<file path="config.mk">
export PLATFORM = sky130hd
export DESIGN_NAME = pif_led_arbiter
export DESIGN_NICKNAME = d
export VERILOG_FILES = /design/src/rtl/pif_led_arbiter.sv
export SDC_FILE = /design/constraint.sdc
export NUM_CORES = 1
export LEC_CHECK = 0
export CAP_MARGIN = 20
export CELL_PAD_IN_SITES_DETAIL_PLACEMENT = 2
export CELL_PAD_IN_SITES_GLOBAL_PLACEMENT = 2
export CORE_AREA = 2 2 69 71
export DETAILED_ROUTE_END_ITERATION = 8
export DIE_AREA = 0 0 71 73
export PLACE_DENSITY = 0.84
export REMOVE_ABC_BUFFERS = 1
export SLEW_MARGIN = 20
export SYNTH_ARGS = -nofsm -noshare
export SYNTH_HDL_FRONTEND = slang
export SYNTH_SLANG_ARGS = --single-unit
</file>
<file path="constraint.sdc">
create_clock -name xclk -period 3.3 [get_ports xclk]
set_input_delay 0.495 -clock xclk [delete_from_list [all_inputs] [get_ports xclk]]
set_output_delay 0.495 -clock xclk [all_outputs]
set_load 0.01 [all_outputs]
</file>
<file path="src/rtl/pif_led_arbiter.sv">
// pif_led_arbiter
//   Shares one red/green LED pair between three status requesters. The
//   highest-priority active request is granted, its colour/pattern nibble is
//   latched, and the pattern runs for at least MIN_HOLD beats, followed by
//   GAP_BEATS blank beats. Requester 0 may preempt any other display or a gap.
//
// Ports
//   xclk     in   system clock
//   sys_rst  in   synchronous active-high reset
//   req[2:0] in   level requests, bit 0 highest priority
//   cfg[11:0]in   per-requester nibble {mode[1:0], red_en, green_en}
//   grant    out  one-hot registered grant, 000 when nothing is shown
//   red      out  registered red LED drive
//   green    out  registered green LED drive
//   tick     out  registered one-cycle beat strobe
//
// state | meaning
// ------+--------------------------------------------------------------
// IDLE  | LEDs dark, waiting for any request
// SHOW  | granted pattern on the LEDs, hold counter running
// GAP   | LEDs dark between messages, gap counter running
module pif_led_arbiter #(
    parameter int PRESCALE  = 1200,
    parameter int PS_W      = 11,
    parameter int MIN_HOLD  = 8,
    parameter int GAP_BEATS = 1
) (
    input  logic        xclk,
    input  logic        sys_rst,
    input  logic [2:0]  req,
    input  logic [11:0] cfg,
    output logic [2:0]  grant,
    output logic        red,
    output logic        green,
    output logic        tick
);

    localparam int HOLD_W = (MIN_HOLD > 1) ? $clog2(MIN_HOLD) : 1;
    localparam int GAP_W  = (GAP_BEATS > 1) ? $clog2(GAP_BEATS) : 1;

    typedef enum logic [1:0] {
        ST_IDLE = 2'd0,
        ST_SHOW = 2'd1,
        ST_GAP  = 2'd2
    } state_t;

    state_t              r_state;
    logic [PS_W-1:0]     r_ps;
    logic [2:0]          r_phase;
    logic [HOLD_W-1:0]   r_hold;
    logic [GAP_W-1:0]    r_gap;
    logic [3:0]          r_cfg;
    logic [2:0]          r_grant;
    logic                r_red;
    logic                r_green;
    logic                r_tick;

    logic                w_wrap;
    logic                w_hold_done;
    logic                w_gap_done;
    logic                w_preempt;
    logic                w_start;
    logic [2:0]          w_pick;
    logic [3:0]          w_pick_cfg;
    logic                w_pat_red;
    logic                w_pat_green;

    assign w_wrap      = (r_ps == PS_W'(PRESCALE - 1));
    assign w_hold_done = (r_hold == HOLD_W'(MIN_HOLD - 1));
    assign w_gap_done  = (r_gap == GAP_W'(GAP_BEATS - 1));

    always_comb begin
        w_pick     = 3'b000;
        w_pick_cfg = 4'b0000;
        if (req[0]) begin
            w_pick     = 3'b001;
            w_pick_cfg = cfg[3:0];
        end else if (req[1]) begin
            w_pick     = 3'b010;
            w_pick_cfg = cfg[7:4];
        end else if (req[2]) begin
            w_pick     = 3'b100;
            w_pick_cfg = cfg[11:8];
        end
    end

    // Requester 0 cuts into a lower-priority display or skips the gap.
    assign w_preempt = req[0] &&
                       (((r_state == ST_SHOW) && (r_grant != 3'b001)) ||
                        (r_state == ST_GAP));

    // Every new grant (from IDLE, preemption, or gap end) picks the
    // highest-priority request, so one start path covers all three.
    assign w_start = ((r_state == ST_IDLE) && (req != 3'b000)) ||
                     w_preempt ||
                     ((r_state == ST_GAP) && w_wrap && w_gap_done &&
                      (req != 3'b000));

    always_comb begin
        w_pat_red   = 1'b0;
        w_pat_green = 1'b0;
        case (r_cfg[3:2])
            2'b00: begin
                w_pat_red   = r_cfg[1];
                w_pat_green = r_cfg[0];
            end
            2'b01: begin
                w_pat_red   = r_cfg[1] & ~r_phase[2];
                w_pat_green = r_cfg[0] & ~r_phase[2];
            end
            2'b10: begin
                w_pat_red   = r_cfg[1] & ~r_phase[0];
                w_pat_green = r_cfg[0] & ~r_phase[0];
            end
            default: begin
                w_pat_red   = r_cfg[1] & ~r_phase[0];
                w_pat_green = r_cfg[0] &  r_phase[0];
            end
        endcase
    end

    always_ff @(posedge xclk) begin
        if (sys_rst) begin
            r_state <= ST_IDLE;
            r_ps    <= '0;
            r_phase <= 3'd0;
            r_hold  <= '0;
            r_gap   <= '0;
            r_cfg   <= 4'b0000;
            r_grant <= 3'b000;
            r_red   <= 1'b0;
            r_green <= 1'b0;
            r_tick  <= 1'b0;
        end else begin
            if (w_wrap) begin
                r_ps    <= '0;
                r_tick  <= 1'b1;
                r_phase <= r_phase + 3'd1;
            end else begin
                r_ps    <= r_ps + PS_W'(1);
                r_tick  <= 1'b0;
            end

            r_red   <= (r_state == ST_SHOW) & w_pat_red;
            r_green <= (r_state == ST_SHOW) & w_pat_green;

            if (w_start) begin
                r_state <= ST_SHOW;
                r_grant <= w_pick;
                r_cfg   <= w_pick_cfg;
                r_ps    <= '0;
                r_phase <= 3'd0;
                r_hold  <= '0;
                r_gap   <= '0;
            end else if (w_wrap) begin
                case (r_state)
                    ST_SHOW: begin
                        if (w_hold_done) begin
                            r_state <= ST_GAP;
                            r_grant <= 3'b000;
                            r_gap   <= '0;
                        end else begin
                            r_hold <= r_hold + HOLD_W'(1);
                        end
                    end
                    ST_GAP: begin
                        if (w_gap_done) begin
                            r_state <= ST_IDLE;
                        end else begin
                            r_gap <= r_gap + GAP_W'(1);
                        end
                    end
                    default: begin
                    end
                endcase
            end
        end
    end

    assign grant = r_grant;
    assign red   = r_red;
    assign green = r_green;
    assign tick  = r_tick;

endmodule

</file>
Word level (Yosys, flattened, before mapping)
Index checks and enable logic that the tools add are counted.
- flip-flop bits (word level): 30
- word-level logic and storage cells: 82
- add/sub/neg operators: 4
- eq/ne operators: 11
- mux-type cells: 21
- bitwise operators: 11
- reductions and logical operators: 24
- operators with widths (kind ; number):
    3-bit two-way mux ; 7
    4-bit two-way mux ; 3
    11-bit by 1-bit adder with 11-bit output (second input constant) ; 1
    11-bit equality test (second input constant) ; 1
    3-bit AND reduction ; 3
    4-bit AND reduction ; 2
    2-bit nonzero test ; 4
    1-bit AND ; 7
    3-bit by 1-bit adder with 3-bit output (second input constant) ; 2
    1-bit logical AND ; 6
    3-bit != test (second input constant) ; 2
    3-bit nonzero test ; 2
    1-bit two-way mux ; 5
    2-bit by 1-bit equality test with 1-bit output (second input constant) ; 2
    2-bit equality test (second input constant) ; 2
    2-bit zero test ; 2
    2-bit two-way mux ; 2
    2-bit != test (second input constant) ; 2
    1-bit inverter ; 4
    1-bit case mux with 2 select lines ; 2
    2-bit case mux with 2 select lines ; 1
    3-bit equality test (second input constant) ; 1
    1-bit logical OR ; 3
    3-bit by 1-bit != test with 1-bit output (second input constant) ; 1
    4 further kinds ; 4

Depth between registers and ports, before layout
Gate-level depths: netlist (run 1).
- depth after elaboration: 8
- mapped depth: 6
- mapped depth without buffers: 6

Worst setup path after synthesis (run 1)
Ideal clock, no wire load.
- kind: input port to flip-flop
- start: input sys_rst
- end: register r_grant[1], in the netlist grant[1]
- setup time: 0.059 ns
- arrival: 1.668 ns
- setup slack: 1.573 ns
- stages: 5
- path buffers: 1
- cell sequence: clkbuf_1 or3b_2 a31o_2 a22oi_2 a22o_1
- RTL lines (item ; RTL line ; source):
    start, declared ; 29 ; input logic sys_rst,
    end signal, assigned ; 149 ; r_grant <= w_pick;
    end, declared ; 53 ; logic [2:0] r_grant;

Final worst setup path (run 1)
- start: input req[1]
- end: register r_ps[9]
- longest elaborated chain between the ends: 5
- ends and longest elaborated chain (item ; RTL line ; source):
    start, declared ; 30 ; input logic [2:0] req,
    3-bit nonzero test (*) ; 94, 97 ;
    1-bit logical AND ; 94 ; assign w_start = ((r_state == ST_IDLE) && (req != 3'b000)) ||
    1-bit logical OR ; 94 ;
    1-bit logical OR (*) ; 95 ; w_preempt ||
    3-bit OR reduction (no line) (*) ; -- ;
    end signal, assigned ; 140 ; r_ps <= r_ps + PS_W'(1);
    end, declared ; 48 ; logic [PS_W-1:0] r_ps;
Every way passes the cells marked *; elsewhere a longest branch is shown, timed or not.
A chain may end at the register's enable or synchronous reset.

==> metrics.txt, run 1 <==
initial antenna violation count=0; drt first pass iters=4; number of synthesized flops with an enable pin=0; global route overflow=0; I/O Buffers=22; crit-path max FO=12; Post-layout nets=roughly 210; sequential area share after synthesis=0.394; yosys warns=0; pin count of the biggest net entering global routing=18; post-route minimum period=2.09 ns; CP Launch Point=req[1]; clk slew on worst S/H paths=0.06 ns; HP Start=r_ps[0]; # Max-Cap Violations=0; final hold vios=0; Rows=25; Top-Level Pins=23; final non-filler cell total=240; clock skew=0.00295 ns; worst-skew pair later-pin latency=0.27 ns; Final Setup Violations=0; setup TNS=0 ns; Syn Area/Cell=9.10 µm²; final worst slack=~1.2 ns; Residual DRC=0; hold buffers post-CTS=0; first-pass GRT wire length=about 7.4 mm; Area Overhead vs Synth=24.7%; largest cells by area after synthesis=dfxtp_1, ha_1, xor2_1, nor2_1, nand4_1; CP endpoint=r_ps[9]; min-delay worst type=flop to flop; CORE AREA=4540 µm²; CP Capture Type=flop; clock sink count=29; total wire length=approximately 4.1 mm; Reg2Reg Depth=5; htree depth=2; post-DP HPWL=3.14 mm; RSZ-0062 raised after global routing=no; most frequent cell after synthesis=dfxtp_1; Die Width=71 µm; worst r2r src=r_ps[0]; fmax=~480 MHz; Slew Limit Fails=0; outcome=finished, final reports clean; Worst setup SP type=primary input; reg2reg setup slack=1.37 ns; Pleak=about 0.72 nW; root buffer cell=clkbuf_8; ys async rst share=0; CTS tree=built; cell taking the most area after synthesis=dfxtp_1; required time worst endpoint=3.51 ns; initial core utilization=0.325; Vias/cell=5.41; Setup Crit Path Kind=primary input to flop; Die H=73 µm; Worst Path Arrival=2.29 ns; Tcrit/Tclk final=0.632; via count=approximately 1300; via count of the first global-routing pass=roughly 1500; gr usage total=0.184; Placed Instances=232; Antenna diodes=0; post-route ant nets=0; Worst Tran Pin Value=0.561 ns; top cells by count, synth=dfxtp_1, nor2_1, nand2_1; Slew HR=0.624; PostCTS Resize Cnt=0; TritonCTS Buffers=5; Unique masters post-synth=42; Setup Buffers After CTS=0; Post-Synthesis Cell Area=approximately 1500 µm²; most used flip-flop cell after synthesis=dfxtp_1; die area=about 5200 µm²; initial drt markers=48; DP Worst Slack=0.950 ns; share of the synthesized area in the top cell type=0.394; GP Congestion=0.794; Power Density=420 nW/µm²; Syn Inst Count=approximately 160; peak supply drop=0.185 mV; reg2reg end=r_ps[9]; CTS Buffer Depth=2; routed len/inst=17.0 µm; hold slack final=between 0.4 and 0.5 ns; share of cells above drive strength 1=0.0860; synthesis-stage register bit count=29; overall power=0.773 mW
[cell families (layout without fill, tap and decap cells)]
kind of cell / Yosys count / after routing / synth area share
fa+ha+maj: 7 / 7 / 0.0594
xor+xnor: 12 / 12 / 0.0713
flops: 29 / 29 / 0.394
buf+inv: 13 / 37 / 0.0373
simple gates: 62 / 62 / 0.235
mux: 4 / 4 / 0.0272
compound gates: 35 / 35 / 0.176
[placed cells by master, fill, tap and decap left out, types with 5 or more instances in the layout]
cell type and n:
a21oi_1 7, clkbuf_8 7, clkdlybuf4s50_1 22, dfxtp_1 29, ha_1 7, inv_1 5, nand2_1 9, nand4_1 7
nor2_1 15, nor3_1 8, o21ai_0 6, xor2_1 8
[sequential cells by signal, indices dropped and copies added, names as in the netlist]
name and flops:
r_ps 11, r_cfg 4, grant 3, r_hold 3, r_phase 3, r_state 2, green 1, red 1
tick 1
[metal layers]
metal | vias to the layer above | part of all wire | global-route usage
met2 | 9 | 0.54 | 0.336
met4 | 0 | 0.011 | 0.0629
met3 | 4 | 0.020 | 0.0456
li1 | 640 | - | -
met5 | - | 0 | 0
met1 | 645 | 0.43 | 0.210
[per-stage QoR]
step	instance area [µm²]	utilization
detailed placement	1740	0.383
floorplan	1440	-
global placement	1740	0.383
global route	1840	0.405
finish	1840	0.405
CTS	1840	0.405
[final cells by class]
type | count | area [µm²]
Tap cell | 54 | 67.6
Clock inverter | 1 | 5.00
Timing Repair Buffer | 23 | 228
Sequential cell | 29 | 581
Fill cell | 520 | 2700
Clock buffer | 7 | 96.3
Inverter | 6 | 22.5
Multi-Input combinational cell | 120 | 838
[report_power, final]
group	switching [mW]	leakage [nW]	internal, mW	total, mW
Combinational	0.0455	0.428	0.0424	0.0879
Sequential	0.00765	0.235	0.359	0.367
Clock	0.130	0.0542	0.188	0.318
Total	0.183	0.718	0.590	0.773
[how the worst min path moves through the flow]
| stage | end | cells after the start |
|---|---|---|
| CTS | r_ps[0] | 1 |
| detailed placement | r_ps[0] | 1 |
| floorplan | r_ps[0] | 1 |
| finish | r_ps[0] | 1 |
| global route | r_ps[0] | 1 |
| global placement | r_ps[0] | 1 |
[worst max-delay path: stages]
cell             delay, ns
clkdlybuf4s50_1       0.62
nor3_1                0.42
o221ai_1              0.27
a21o_1                0.33
nor2_1                0.17
No activity file was read; power rests on OpenSTA's default activity.
==> run 2: changes to the inputs <==
- CORE_AREA: 2 2 69 71 -> 2 2 75 77
- DIE_AREA: 0 0 71 73 -> 0 0 77 79
- PLACE_DENSITY: 0.84 -> 0.76
- clock period: 3.3 -> 1.7 ns (I/O delays scaled with it)
==> run 2 against run 1 <==
Compared with the run above: setup slack worse by 1.1 ns; sequential share of layout area is 3.5 points lower; final area is 13% higher; clock power is 98% higher; total power is 100% higher; count of clock-buffer cells in the layout stayed put; routed wire length is 9.9% higher; first-iteration DRC count is 77% lower; register-to-register slack worse by 1.3 ns; worst hold slack better by 0.0041 ns; critical endpoint is now grant[1]; largest cell class unchanged.
==> metrics.txt, run 2 (same netlist as run 1, synthesis figures left out) <==
outcome=finished, final reports clean (unchanged); die area=6080 µm² (was 5180 µm²); peak supply drop=0.529 mV (was 0.185 mV); gr usage total=0.165 (was 0.184); final worst slack=0.102 ns (was 1.21 ns); largest registers=r_ps x11, r_cfg x4 (unchanged); Crit path max-delay family=compound AO/OA/AOI/OAI gates (was buffers and inverters); required time worst endpoint=1.93 ns (was 3.51 ns); htree depth=2 (unchanged); RSZ-0062 raised after global routing=no (unchanged); share of cells above drive strength 1=0.212 (was 0.0860); Placed Instances=272 (was 232); CTS tree=built (unchanged); final non-filler cell total=280 (was 240); # Max-Cap Violations=0 (unchanged); total wire length=4.49 mm (was 4.09 mm); drt first pass iters=4 (unchanged); placed instance area=1940 µm² (was 1740 µm²); Most flops, register=r_ps (unchanged); Worst Tran Pin Value=0.341 ns (was 0.561 ns); Post-layout nets=231 (was 209); most common cell after layout, fill and taps aside=dfxtp_1 (unchanged); DP Worst Slack=-0.214 ns (was 0.950 ns); Setup Buffers After CTS=0 (unchanged); Power Density=747 nW/µm² (was 420 nW/µm²); initial antenna violation count=0 (unchanged); Vias/cell=4.99 (was 5.41); worst-skew pair later-pin latency=0.29 ns (was 0.27 ns); initial drt markers=11 (was 48); Rows=27 (was 25); final hold vios=0 (unchanged); clock sink count=29 (unchanged); post-DP HPWL=3.53 mm (was 3.14 mm); Worst Path Arrival=1.82 ns (was 2.29 ns); CP max-delay cell=or3b_2 (was clkdlybuf4s50_1); cell area after layout=2070 µm² (was 1840 µm²); post-route minimum period=about 1.6 ns; via count of the first global-routing pass=1633 (was 1478); Slew Limit Fails=0 (unchanged); Slew HR=0.772 (was 0.624); Die Width=77 µm (was 71 µm); CP cell instances=clkdlybuf4s50_1 > or3b_2 > a31o_2 > a22oi_2 > a22o_1 (was clkdlybuf4s50_1 > nor3_1 > o221ai_1 > a21o_1 > nor2_1); CP Capture Type=flop (unchanged); GP Congestion=0.785 (was 0.794); clock skew=0.00481 ns (was 0.00295 ns); hold slack final=0.447 ns (was 0.443 ns); Final Setup Violations=0 (unchanged); Residual DRC=0 (unchanged); Fillers=631 (was 520); routed len/inst=16.0 µm (was 17.0 µm); max reg flops=11 (unchanged); overall power=1.55 mW (was 0.773 mW); biggest cell delay along the critical path=0.47 ns (was 0.62 ns); fmax=626 MHz; Tcrit/Tclk final=0.940; Area Overhead vs Synth=40.5% (was 24.7%); min-delay worst type=flop to flop (unchanged); worst path bufs/invs=1 (unchanged); global route overflow=0 (unchanged); Worst setup SP type=primary input (unchanged); Top-Level Pins=23 (unchanged); CTS Buffer Depth=2 (unchanged); first-pass GRT wire length=7.87 mm (was 7.36 mm); TritonCTS Buffers=5 (unchanged); pin count of the biggest net entering global routing=17 (was 18); I/O Buffers=22 (unchanged); Pleak=0.846 nW (was 0.718 nW); Die H=79 µm (was 73 µm); post-route ant nets=0 (unchanged); commonest non-fill, non-tap cells in the layout=dfxtp_1, buf_4, clkdlybuf4s50_1 (was dfxtp_1, clkdlybuf4s50_1, nor2_1); multi-input logic area=868 µm² (was 838 µm²); initial core utilization=0.276 (was 0.325); Sequential Area=581 µm² (unchanged); via count=1398 (was 1298); Setup Crit Path Kind=primary input to flop (unchanged); root buffer cell=clkbuf_8 (unchanged); Antenna diodes=0 (unchanged); CORE AREA=5340 µm² (was 4540 µm²); crit-path max FO=2 (was 12); clk slew on worst S/H paths=0.06 ns (about the same)
-- run 2: path summary, 6_finish.rpt --
kind	to	slack (ns)	start	cells past startpoint
setup / recovery	grant[1]	0.10	sys_rst	5
hold / removal	r_ps[0]	0.45	r_ps[0]	1
setup reg to reg	grant[1]	0.12	r_state[1]	4
hold reg to reg	r_ps[0]	0.45	r_ps[0]	1
-- run 2: layer usage --
metal  up-vias  routed length, µm  part of all wire  GRT usage
met2        14               2350              0.52      0.301
met5         -                  0                 0          0
met1       689               1930              0.43      0.181
met3        12                 78             0.017     0.0330
li1        683                  -                 -          -
met4         0                129             0.029     0.0875
-- run 2: timing repair --
item / 4_1_cts / 5_1_grt
hold buffers: 0 / 0
gates resized for setup: 1 / 7
setup endpoints to repair: 8 / 20
gates cloned: 0 / 0
pin swaps: 0 / 2
-- run 2: layout make-up --
cell class | instances | area share
tap | 72 | 0.0435
clock buffer | 7 | 0.0465
multi-input combinational | 120 | 0.419
sequential | 29 | 0.280
inverter | 6 | 0.0109
timing repair buffer | 45 | 0.197
clock inverter | 1 | 0.00242
-- run 2: where the power goes --
part / total (mW) / internal, mW / switching, mW / leakage [nW]
combinational: 0.203 / 0.109 / 0.0937 / 0.556
clock: 0.629 / 0.365 / 0.264 / 0.0542
sequential: 0.714 / 0.697 / 0.0166 / 0.235
-- run 2: per-stage QoR --
step           utilization  setup TNS [ns]
3_3_place_gp         0.363           -1.23
5_1_grt              0.388               0
3_5_place_dp         0.363           -2.68
6_report             0.388               0
4_1_cts              0.382               0
2_1_floorplan            -               0
